### config.mk
export PLATFORM = sky130hd
export DESIGN_NAME = adc_packetizer
export DESIGN_NICKNAME = d
export VERILOG_FILES = /design/src/rtl/adc_packetizer.sv
export SDC_FILE = /design/constraint.sdc
export NUM_CORES = 1
export LEC_CHECK = 0
export CAP_MARGIN = 20
export CORE_AREA = 2 2 262 264
export DETAILED_ROUTE_END_ITERATION = 10
export DIE_AREA = 0 0 264 266
export HOLD_SLACK_MARGIN = 0.06
export MAX_ROUTING_LAYER = met4
export PLACE_DENSITY = 0.57
export SLEW_MARGIN = 20
export SYNTH_ARGS = -nofsm -noshare
export SYNTH_HDL_FRONTEND = slang
export SYNTH_SLANG_ARGS = --single-unit
### constraint.sdc
create_clock -name clk -period 6 [get_ports clk]
set_clock_uncertainty 0.15 [all_clocks]
set_input_delay 0.9 -clock clk [delete_from_list [all_inputs] [get_ports clk]]
set_output_delay 0.9 -clock clk [all_outputs]
set_load 0.01 [all_outputs]
### src/rtl/adc_packetizer.sv
// adc_packetizer
//
// Captures CHANNELS parallel ADC samples on each adc_valid strobe (or, in
// test mode, a per-channel ramp), queues them in an internal FIFO and sends
// them out as fixed-size AXI4-Stream packets. m_tlast marks every
// pkt_size-th beat, so each packet carries exactly the latched size.
//
// Ports:
//   clk        - single clock for the whole block
//   resetn     - asynchronous active-low reset
//   enable     - level; rising edge starts capture, falling edge requests stop
//   test_mode  - sampled at start; 1 selects the ramp generator
//   pkt_size   - beats per packet, sampled at start (0 is treated as 1)
//   adc_valid  - one-cycle sample strobe
//   adc_data   - packed samples, channel k at [k*DATA_W +: DATA_W]
//   m_tdata    - stream data
//   m_tvalid   - stream valid
//   m_tready   - stream ready
//   m_tlast    - last beat of a packet
//   busy       - capture active or FIFO still holding data
//   overflow   - sticky; a sample was dropped because the FIFO was full
//   pkt_count  - packets completed on the output (tlast handshakes), wraps

module adc_packetizer #(
    parameter int DATA_W     = 16,
    parameter int CHANNELS   = 2,
    parameter int PKT_W      = 16,
    parameter int FIFO_DEPTH = 16
) (
    input  logic                       clk,
    input  logic                       resetn,
    input  logic                       enable,
    input  logic                       test_mode,
    input  logic [PKT_W-1:0]           pkt_size,
    input  logic                       adc_valid,
    input  logic [CHANNELS*DATA_W-1:0] adc_data,
    output logic [CHANNELS*DATA_W-1:0] m_tdata,
    output logic                       m_tvalid,
    input  logic                       m_tready,
    output logic                       m_tlast,
    output logic                       busy,
    output logic                       overflow,
    output logic [31:0]                pkt_count
);

    localparam int BEAT_W = CHANNELS * DATA_W;
    localparam int ADDR_W = $clog2(FIFO_DEPTH);
    localparam int CNT_W  = ADDR_W + 1;

    typedef enum logic [1:0] {
        ST_IDLE,
        ST_RUN,
        ST_FLUSH
    } state_t;

    // Capture-side state
    state_t             state_q, state_d;
    logic               enable_prev_q, enable_prev_d;
    logic [PKT_W-1:0]   size_q, size_d;
    logic               test_q, test_d;
    logic [PKT_W-1:0]   beat_cnt_q, beat_cnt_d;
    logic [DATA_W-1:0]  ramp_q, ramp_d;
    logic               overflow_q, overflow_d;

    // FIFO state; each entry is {tlast, data}
    logic [BEAT_W:0]    mem_q [FIFO_DEPTH];
    logic [ADDR_W-1:0]  wr_ptr_q, wr_ptr_d;
    logic [ADDR_W-1:0]  rd_ptr_q, rd_ptr_d;
    logic [CNT_W-1:0]   count_q, count_d;

    // Registered output stage and status
    logic               out_valid_q, out_valid_d;
    logic [BEAT_W-1:0]  out_data_q, out_data_d;
    logic               out_last_q, out_last_d;
    logic [31:0]        pkt_count_q, pkt_count_d;
    logic               busy_q, busy_d;

    // Combinational helpers
    logic               start;
    logic               capture;
    logic               fifo_full;
    logic               push;
    logic               pop;
    logic               beat_last;
    logic [BEAT_W-1:0]  test_beat;
    logic [BEAT_W:0]    wr_entry;
    logic [CNT_W-1:0]   remaining;

    // Ramp beat: channel k carries ramp + k, wrapping at 2^DATA_W.
    always_comb begin
        test_beat = '0;
        for (int k = 0; k < CHANNELS; k++) begin
            test_beat[k*DATA_W +: DATA_W] = ramp_q + DATA_W'(k);
        end
    end

    // Capture qualification. In FLUSH with the beat counter at 0 the packet
    // is already closed, so no new packet may be opened.
    always_comb begin
        start     = (state_q == ST_IDLE) && enable && !enable_prev_q;
        capture   = adc_valid &&
                    ((state_q == ST_RUN) ||
                     ((state_q == ST_FLUSH) && (beat_cnt_q != '0)));
        // Full uses the registered count only; a same-cycle pop does not
        // make room for the write.
        fifo_full = (count_q == CNT_W'(FIFO_DEPTH));
        push      = capture && !fifo_full;
        beat_last = (beat_cnt_q == size_q - PKT_W'(1));
        wr_entry  = {beat_last, (test_q ? test_beat : adc_data)};
        pop       = out_valid_q && m_tready;
    end

    // Control FSM next state, start-of-run latching and beat/ramp counters.
    always_comb begin
        state_d       = state_q;
        enable_prev_d = enable;
        size_d        = size_q;
        test_d        = test_q;
        beat_cnt_d    = beat_cnt_q;
        ramp_d        = ramp_q;
        overflow_d    = overflow_q;

        case (state_q)
            ST_IDLE: begin
                if (start) begin
                    state_d    = ST_RUN;
                    size_d     = (pkt_size == '0) ? PKT_W'(1) : pkt_size;
                    test_d     = test_mode;
                    beat_cnt_d = '0;
                    ramp_d     = '0;
                    overflow_d = 1'b0;
                end
            end
            ST_RUN: begin
                if (!enable) begin
                    state_d = ST_FLUSH;
                end
            end
            ST_FLUSH: begin
                if (beat_cnt_q == '0) begin
                    state_d = ST_IDLE;
                end else if (push && beat_last) begin
                    state_d = ST_IDLE;
                end
            end
            default: begin
                state_d = ST_IDLE;
            end
        endcase

        // A dropped beat advances neither counter, keeping packet size exact
        // and the ramp gap-free.
        if (capture) begin
            if (fifo_full) begin
                overflow_d = 1'b1;
            end else begin
                beat_cnt_d = beat_last ? '0 : beat_cnt_q + PKT_W'(1);
                ramp_d     = ramp_q + DATA_W'(1);
            end
        end
    end

    // FIFO pointers, occupancy and the registered output stage. The count
    // includes the entry presented on the output; it is only freed on the
    // handshake. The output register reloads from the registered memory, so
    // a beat written into an empty FIFO appears one cycle after its write.
    always_comb begin
        wr_ptr_d    = wr_ptr_q + ADDR_W'(push);
        rd_ptr_d    = rd_ptr_q + ADDR_W'(pop);
        count_d     = count_q + CNT_W'(push) - CNT_W'(pop);
        remaining   = count_q - CNT_W'(pop);
        out_valid_d = (remaining != '0);
        {out_last_d, out_data_d} = mem_q[rd_ptr_d];
        pkt_count_d = pkt_count_q + 32'(pop && out_last_q);
        busy_d      = (state_q != ST_IDLE) || (count_q != '0);
    end

    always_ff @(posedge clk or negedge resetn) begin
        if (!resetn) begin
            state_q       <= ST_IDLE;
            enable_prev_q <= 1'b0;
            size_q        <= PKT_W'(1);
            test_q        <= 1'b0;
            beat_cnt_q    <= '0;
            ramp_q        <= '0;
            overflow_q    <= 1'b0;
            wr_ptr_q      <= '0;
            rd_ptr_q      <= '0;
            count_q       <= '0;
            out_valid_q   <= 1'b0;
            out_data_q    <= '0;
            out_last_q    <= 1'b0;
            pkt_count_q   <= '0;
            busy_q        <= 1'b0;
        end else begin
            state_q       <= state_d;
            enable_prev_q <= enable_prev_d;
            size_q        <= size_d;
            test_q        <= test_d;
            beat_cnt_q    <= beat_cnt_d;
            ramp_q        <= ramp_d;
            overflow_q    <= overflow_d;
            wr_ptr_q      <= wr_ptr_d;
            rd_ptr_q      <= rd_ptr_d;
            count_q       <= count_d;
            out_valid_q   <= out_valid_d;
            out_data_q    <= out_data_d;
            out_last_q    <= out_last_d;
            pkt_count_q   <= pkt_count_d;
            busy_q        <= busy_d;
        end
    end

    // Storage needs no reset: the pointers and count define what is valid.
    always_ff @(posedge clk) begin
        if (push) begin
            mem_q[wr_ptr_q] <= wr_entry;
        end
    end

    assign m_tdata   = out_data_q;
    assign m_tvalid  = out_valid_q;
    assign m_tlast   = out_last_q;
    assign busy      = busy_q;
    assign overflow  = overflow_q;
    assign pkt_count = pkt_count_q;

endmodule
==> summary.md, run 1 <==
| Metric | Value |
|---|---|
| CTS tree | built |
| Syn avg cell area | 16.7 um^2 |
| Synth area leader | edfxtp_1 |
| Switching Fraction | 0.316 |
| Worst setup EP type | register |
| Area delta synth->final | 19.1% |
| Synth cell types | just under 60 |
| Share of cells above drive strength 1 | 0.189 |
| Final hold violation count | 0 |
| Data required time of the critical path | about 6.3 ns |
| Num CTS Buffers | 71 |
| H-tree levels | 3 |
| Fraction of power consumed by the clock network | 0.291 |
| CP Launch Type | register |
| DR iter-0 viols | between 1000 and 1500 |
| Sequential area share after synthesis | 0.719 |
| Synth Net Count | 1674 |
| Vias in the first global route | 15300 |
| Sequential Power Share | 0.386 |
| Gate power share | 0.323 |
| Largest cells by area after synthesis | edfxtp_1 59%, dfrtp_1 12%, mux4_2 11%, nand2_1 3.2%, xnor2_1 1.6% |
| FILL cells | between 5000 and 6000 |
| Wire length of the first global-routing pass | 96900 um |
| Slew headroom | 0.252 |
| Grt total ovfl | 0 |
| Boundary Pins | 122 |
| GR Util All Layers | 0.190 |
| DR DRC count | 0 |
| CP max FO | 19 |
| IO Port Bufs | approximately 120 |
| Static Leak | between 10 and 15 nW |
| Worst Path Arrival | 4.18 ns |
| Slowest cell on crit path | or4b_1 |
| EDFF count, synth | 528 |
| Period minus WS final | 3.88 ns |
| Max clock buf depth | 3 |
| Mapped cell area | 26700 um^2 |
| Routed len/inst | 23.7 um |
| Pre-Repair DR Iteration Count | 5 |
| Clock Pin Slew Worst Setup and Hold Paths | 0.06 ns |
| Initial antenna violation count | 1 |
| #FFs+latches synth | 661 |
| Final Setup Violations | 0 |
| Post-CTS Setup Bufs | 0 |
| Vias | approximately 15000 |
| Chip height | between 200 and 300 um |
| Clk Latency, worst-skew pair | around 0.60 ns |
| Outcome | completed |
| Proportion of netlist area held by the largest area contributor | 0.594 |
| Max Freq | 258 MHz |
| Clock Root Buffer | clkbuf_16 |
| Slowest stage delay, CP | 0.86 ns |
| Total Neg Setup Slack | 0 ns |
| Core area | 67700 um^2 |
| Final net count | 1828 |
| Area of the die | 70200 um^2 |
| Dpl hpwl | 39300 um |
| Net Sw Power | 4.88 mW |
| GP Congestion | around 0.8 |
| Class of the worst hold path | register to register |
| Final WL | 64000 um |
| Power density over the cells | 486 nW/um^2 |
| Largest net degree at the start of global routing | 67 |
| Post-route ant nets | 0 |
| Clock Sinks | 661 |
| Slew Limit Fails | 0 |
| Most used DFF post-synth | edfxtp_1 |
| Chip width | 264 um |
| Starting Density | 0.394 |
| Final hold slack | 0.337 ns |
| RSZ-0062 raised after global routing | false |
| Rows | 96 |
| Peak supply drop | 0.283 mV |
| Asr flop ratio synth | 0.201 |
| Post-Synthesis Cells | between 1500 and 2000 |
| Worst-path cell chain | inv_1 > ha_1 > or3b_2 > o31a_1 > or4_1 > o211a_1 > or4b_1 > nand2_1 > o21ai_0 |
| P_int | 10.6 mW |
| Crit path kind | register to register |
| Final period utilization | 0.647 |
| Max_cap viols | 0 |
| Vias per inst | 5.45 |
| Overall Power | 15.5 mW |
| Synth warn | 0 |
| Worst slew pin tran | between 1 and 1.5 ns |
==> synthesized netlist by cell type (10+ instances only) <==
| cell type | n |
|---|---|
| edfxtp_1 | 528 |
| a31oi_1 | 42 |
| nand4_1 | 16 |
| mux2_2 | 17 |
| mux4_2 | 132 |
| nor4_1 | 10 |
| nand2_1 | 230 |
| buf_1 | 17 |
| xnor2_1 | 49 |
| inv_1 | 19 |
| clkbuf_1 | 61 |
| nor3_1 | 20 |
| nor2_1 | 52 |
| a21oi_1 | 20 |
| and3_1 | 54 |
| dfrtp_1 | 132 |
| xor2_1 | 24 |
| o21ai_0 | 37 |
| nand3_1 | 32 |
| ha_1 | 18 |
==> what timing repair did <==
item	CTS	global route
endpoints found under the hold margin	20	0
gates resized for setup	0	0
hold buffers	1	0
setup endpoints to repair	0	0
==> worst max-delay path: cells and delay by family, from the launching register on <==
kind | cells | cell delay (ns)
adders and majority gates | 1 | 0.25
buffers and inverters | 1 | 0.08
AOI/OAI and AO/OA | 3 | 0.59
and+or+nand+nor | 4 | 2.32
DFF | 1 | 0.38
==> registers in the layout, indices dropped and copies added, names as in the netlist <==
name	flops
mem_q	528
m_tdata	32
pkt_count	32
beat_cnt_q	16
ramp_q	16
size_q	16
count_q	5
rd_ptr_q	4
wr_ptr_q	4
state_q	2
busy	1
enable_prev_q	1
m_tlast	1
m_tvalid	1
overflow	1
test_q	1
==> cell usage in the layout, fill, tap and decap left out, types with 9 or more instances in the layout <==
| master | n |
|---|---|
| a31oi_1 | 42 |
| o21ai_0 | 37 |
| a21oi_2 | 9 |
| nor2_4 | 13 |
| clkinv_2 | 14 |
| nor4_1 | 10 |
| mux4_2 | 132 |
| mux2_2 | 17 |
| nand2_1 | 230 |
| a21oi_1 | 11 |
| xor2_1 | 23 |
| ha_1 | 16 |
| nand4_1 | 16 |
| bufinv_16 | 9 |
| inv_1 | 18 |
| dfrtp_1 | 131 |
| clkbuf_16 | 75 |
| and3_1 | 54 |
| edfxtp_1 | 528 |
| clkbuf_1 | 14 |
| nor2_1 | 39 |
| buf_4 | 30 |
| nor3_1 | 16 |
| xnor2_1 | 48 |
| nand3_1 | 32 |
| clkdlybuf4s50_1 | 120 |
| clkinv_1 | 11 |
==> cell families after synthesis <==
family                     after synthesis  share of synthesized area
adders and majority gates               19                    0.00919
AOI/OAI and AO/OA                      124                     0.0280
xor gates and xnor gates                74                     0.0248
DFF                                    661                      0.719
muxes                                  154                      0.120
and+or+nand+nor                        464                     0.0826
buffers and inverters                  105                     0.0161
==> power by group through the flow <==
stage / clock network [mW] / logic, mW / registers (mW)
final: 4.50 / 4.99 / 5.96
after global routing: 4.77 / 5.44 / 6.00
after CTS: 4.59 / 5.09 / 5.97
after detailed placement: 0 / 5.07 / 6.06
after global placement: 0 / 5.02 / 6.05
after floorplan: 0 / 3.30 / 5.99
==> final timing paths <==
check | from | endpoint | slack (ns) | cells after the start
max | size_q[0] | beat_cnt_q[14] | 2.12 | 9
min | pkt_count[31] | pkt_count[31] | 0.34 | 1
max reg2reg | size_q[0] | beat_cnt_q[14] | 2.12 | 9
min reg2reg | pkt_count[31] | pkt_count[31] | 0.34 | 1
max in group asynchronous | resetn | test_q | 3.93 | 3
min in group asynchronous | resetn | size_q[14] | 0.58 | 2
==> layer usage <==
metal,share of wire,track usage
met4,0.024,0.0600
met1,0.44,0.257
met5,0,-
met3,0.060,0.0344
met2,0.48,0.295
==> per-stage QoR <==
stage,utilization,worst slack (ns),instances,cell area [um^2]
floorplan,-,1.36,1601,26700
global placement,0.430,1.83,2555,29200
detailed placement,0.433,1.76,2561,29300
CTS,0.469,2.04,2692,31700
global route,0.469,1.91,2695,31800
finish,0.469,2.12,2695,31800
==> area by class of cell <==
class                   count  area [um^2]  share of cell area
diodes                      1         2.50           0.0000787
clock buffers              92         1970              0.0620
clock inverters            38          435              0.0137
inverters                  21         78.8             0.00248
multi-input cells         835         7290               0.229
flip-flops and latches    661        19200               0.603
well taps                 882         1100              0.0347
repair buffers            165         1730              0.0543
No activity file was read; power rests on OpenSTA's default activity.
==> run 2, diff against run 1 <==
PLACE_DENSITY = 0.59   (was 0.57)
clock period = 3.2 ns   (was 6 ns; I/O delays follow)
==> summary.md, run 2 (synthesized netlist as in run 1, its figures left out) <==
| Metric | Value |
|---|---|
| Top reg by flops | mem_q |
| Final hold slack | roughly 0.28 ns |
| Clock Sinks | 661 |
| Final Setup Violations | 13 |
| Failing checks | negative setup slack |
| Routed len/inst | 23.5 um |
| P_int | 19.9 mW |
| Final period utilization | 1.03 |
| Most frequent cells in the layout | 528 x edfxtp_1, 229 x nand2_1, 132 x mux4_2, 131 x dfrtp_1, 120 x clkdlybuf4s50_1 |
| Initial antenna violation count | 0 |
| DR DRC count | 0 |
| Class of the worst hold path | primary input to register |
| Vias in the first global route | around 16000 |
| Vias per inst | 5.46 |
| Data required time of the critical path | 3.52 ns |
| Leading cell type in the layout, fill and taps excluded | edfxtp_1 |
| Grt total ovfl | 0 |
| Max_cap viols | 0 |
| CP max FO | 5 |
| IO Port Bufs | 121 |
| Max FFs per register | about 530 |
| Boundary Pins | 122 |
| FILL cells | around 5800 |
| Max Freq | ~300 MHz |
| Period minus WS final | 3.28 ns |
| Post-route ant nets | 0 |
| Clock Pin Slew Worst Setup and Hold Paths | 0.06 ns |
| Vias | 15200 |
| Setup WS post-layout | -0.0807 ns |
| Outcome | finished with violations |
| Chip width | approximately 260 um |
| Rows | 96 |
| Layout Utilization | 0.482 |
| Peak supply drop | 0.732 mV |
| Clk Latency, worst-skew pair | 0.62 ns |
| Power density over the cells | 894 nW/um^2 |
| Fraction of power consumed by the clock network | 0.260 |
| Placement Setup Slack | -0.0420 ns |
| Final hold violation count | 0 |
| Slew headroom | 0.266 |
| Core area | between 60000 and 70000 um^2 |
| DR iter-0 viols | 1273 |
| Largest net degree at the start of global routing | 72 |
| RSZ-0062 raised after global routing | true |
| Share of cells above drive strength 1 | 0.231 |
| Num CTS Buffers | 70 |
| Switching Fraction | 0.319 |
| GP Congestion | just over 0.8 |
| Starting Density | 0.394 |
| Clock Root Buffer | clkbuf_16 |
| Area delta synth->final | 22.3% |
| Slew Limit Fails | 0 |
| Ant diodes | 0 |
| Gate power share | 0.361 |
| Sequential Power Share | 0.379 |
| Wire length of the first global-routing pass | 98600 um |
| Dpl hpwl | 39500 um |
| Crit path kind | register to register |
| CTS tree | built |
| Worst setup EP type | register |
| GR Util All Layers | 0.194 |
| H-tree levels | 3 |
| Static Leak | 11.4 nW |
| Final net count | 1921 |
| Worst Path Arrival | 3.60 ns |
| Worst slew pin tran | 1.10 ns |
| Pre-Repair DR Iteration Count | 5 |
| Final WL | 65500 um |
| Net Sw Power | about 9.3 mW |
| Max clock buf depth | 3 |
| CP Launch Type | register |
| Chip height | 266 um |
| Area of the die | roughly 70000 um^2 |
run 2: per-layer routing:
metal,vias to the layer above,part of all wire,global-route usage
met5,-,0,-
met4,0,0.026,0.0653
met3,96,0.051,0.0261
met2,430,0.50,0.316
met1,7982,0.43,0.254
li1,6685,-,-
run 2: power by group through the flow:
stage	clock [mW]	combinational [mW]	sequential, mW
after detailed placement	0	10.5	11.2
after CTS	7.78	10.5	11.1
after global placement	0	10.4	11.2
after floorplan	0	6.25	11.2
final	7.59	10.5	11.1
after global routing	8.07	11.4	11.1
run 2: final cells by class:
class                   count  area, um^2  area share
repair buffers            258        2670      0.0817
flip-flops and latches    661       19200       0.588
inverters                  21        78.8     0.00241
clock inverters            22         166     0.00510
clock buffers             103        1960      0.0599
well taps                 882        1100      0.0338
multi-input cells         836        7490       0.229
run 2: per-stage QoR:
| step | cells | instance area (um^2) | setup TNS (ns) | power (mW) |
|---|---|---|---|---|
| after floorplan | 1601 | 26800 | -46.90 | 17.5 |
| after global routing | 2783 | 32600 | -1.18 | 30.6 |
| after global placement | 2646 | 30200 | 0 | 21.6 |
| after detailed placement | 2646 | 30200 | -0.252 | 21.7 |
| after CTS | 2772 | 32300 | -0.0417 | 29.4 |
| final | 2783 | 32600 | -0.568 | 29.2 |
run 2: critical path: stages, from the launching register on:
cell and delay [ns]:
dfrtp_1 0.39, inv_2 0.09, ha_4 0.14, or3b_4 0.38, o31a_1 0.26, or4_1 0.53, o211a_1 0.16, or4b_4 0.60
buf_12 0.18, a31oi_4 0.15, o22ai_1 0.12
run 2: path summary, 6_finish.rpt:
kind / start / to / slack (ns) / cells past startpoint
worst max-delay path: size_q[1] / beat_cnt_q[6] / -0.08 / 10
worst max register to register: size_q[1] / beat_cnt_q[6] / -0.08 / 10
min in group asynchronous: resetn / size_q[12] / 0.36 / 2
worst min-delay path: pkt_size[6] / size_q[6] / 0.28 / 3
worst min register to register: pkt_count[31] / pkt_count[31] / 0.34 / 1
max in group asynchronous: resetn / m_tdata[24] / 1.67 / 3
run 2: timing repair:
action	4_1_cts	5_1_grt
gates resized for setup	2	24
pin swaps	0	12
endpoints found under the setup margin	9	52
buffers inserted	0	7
endpoints found under the hold margin	69	0
hold buffers	1	0
gates cloned	0	3
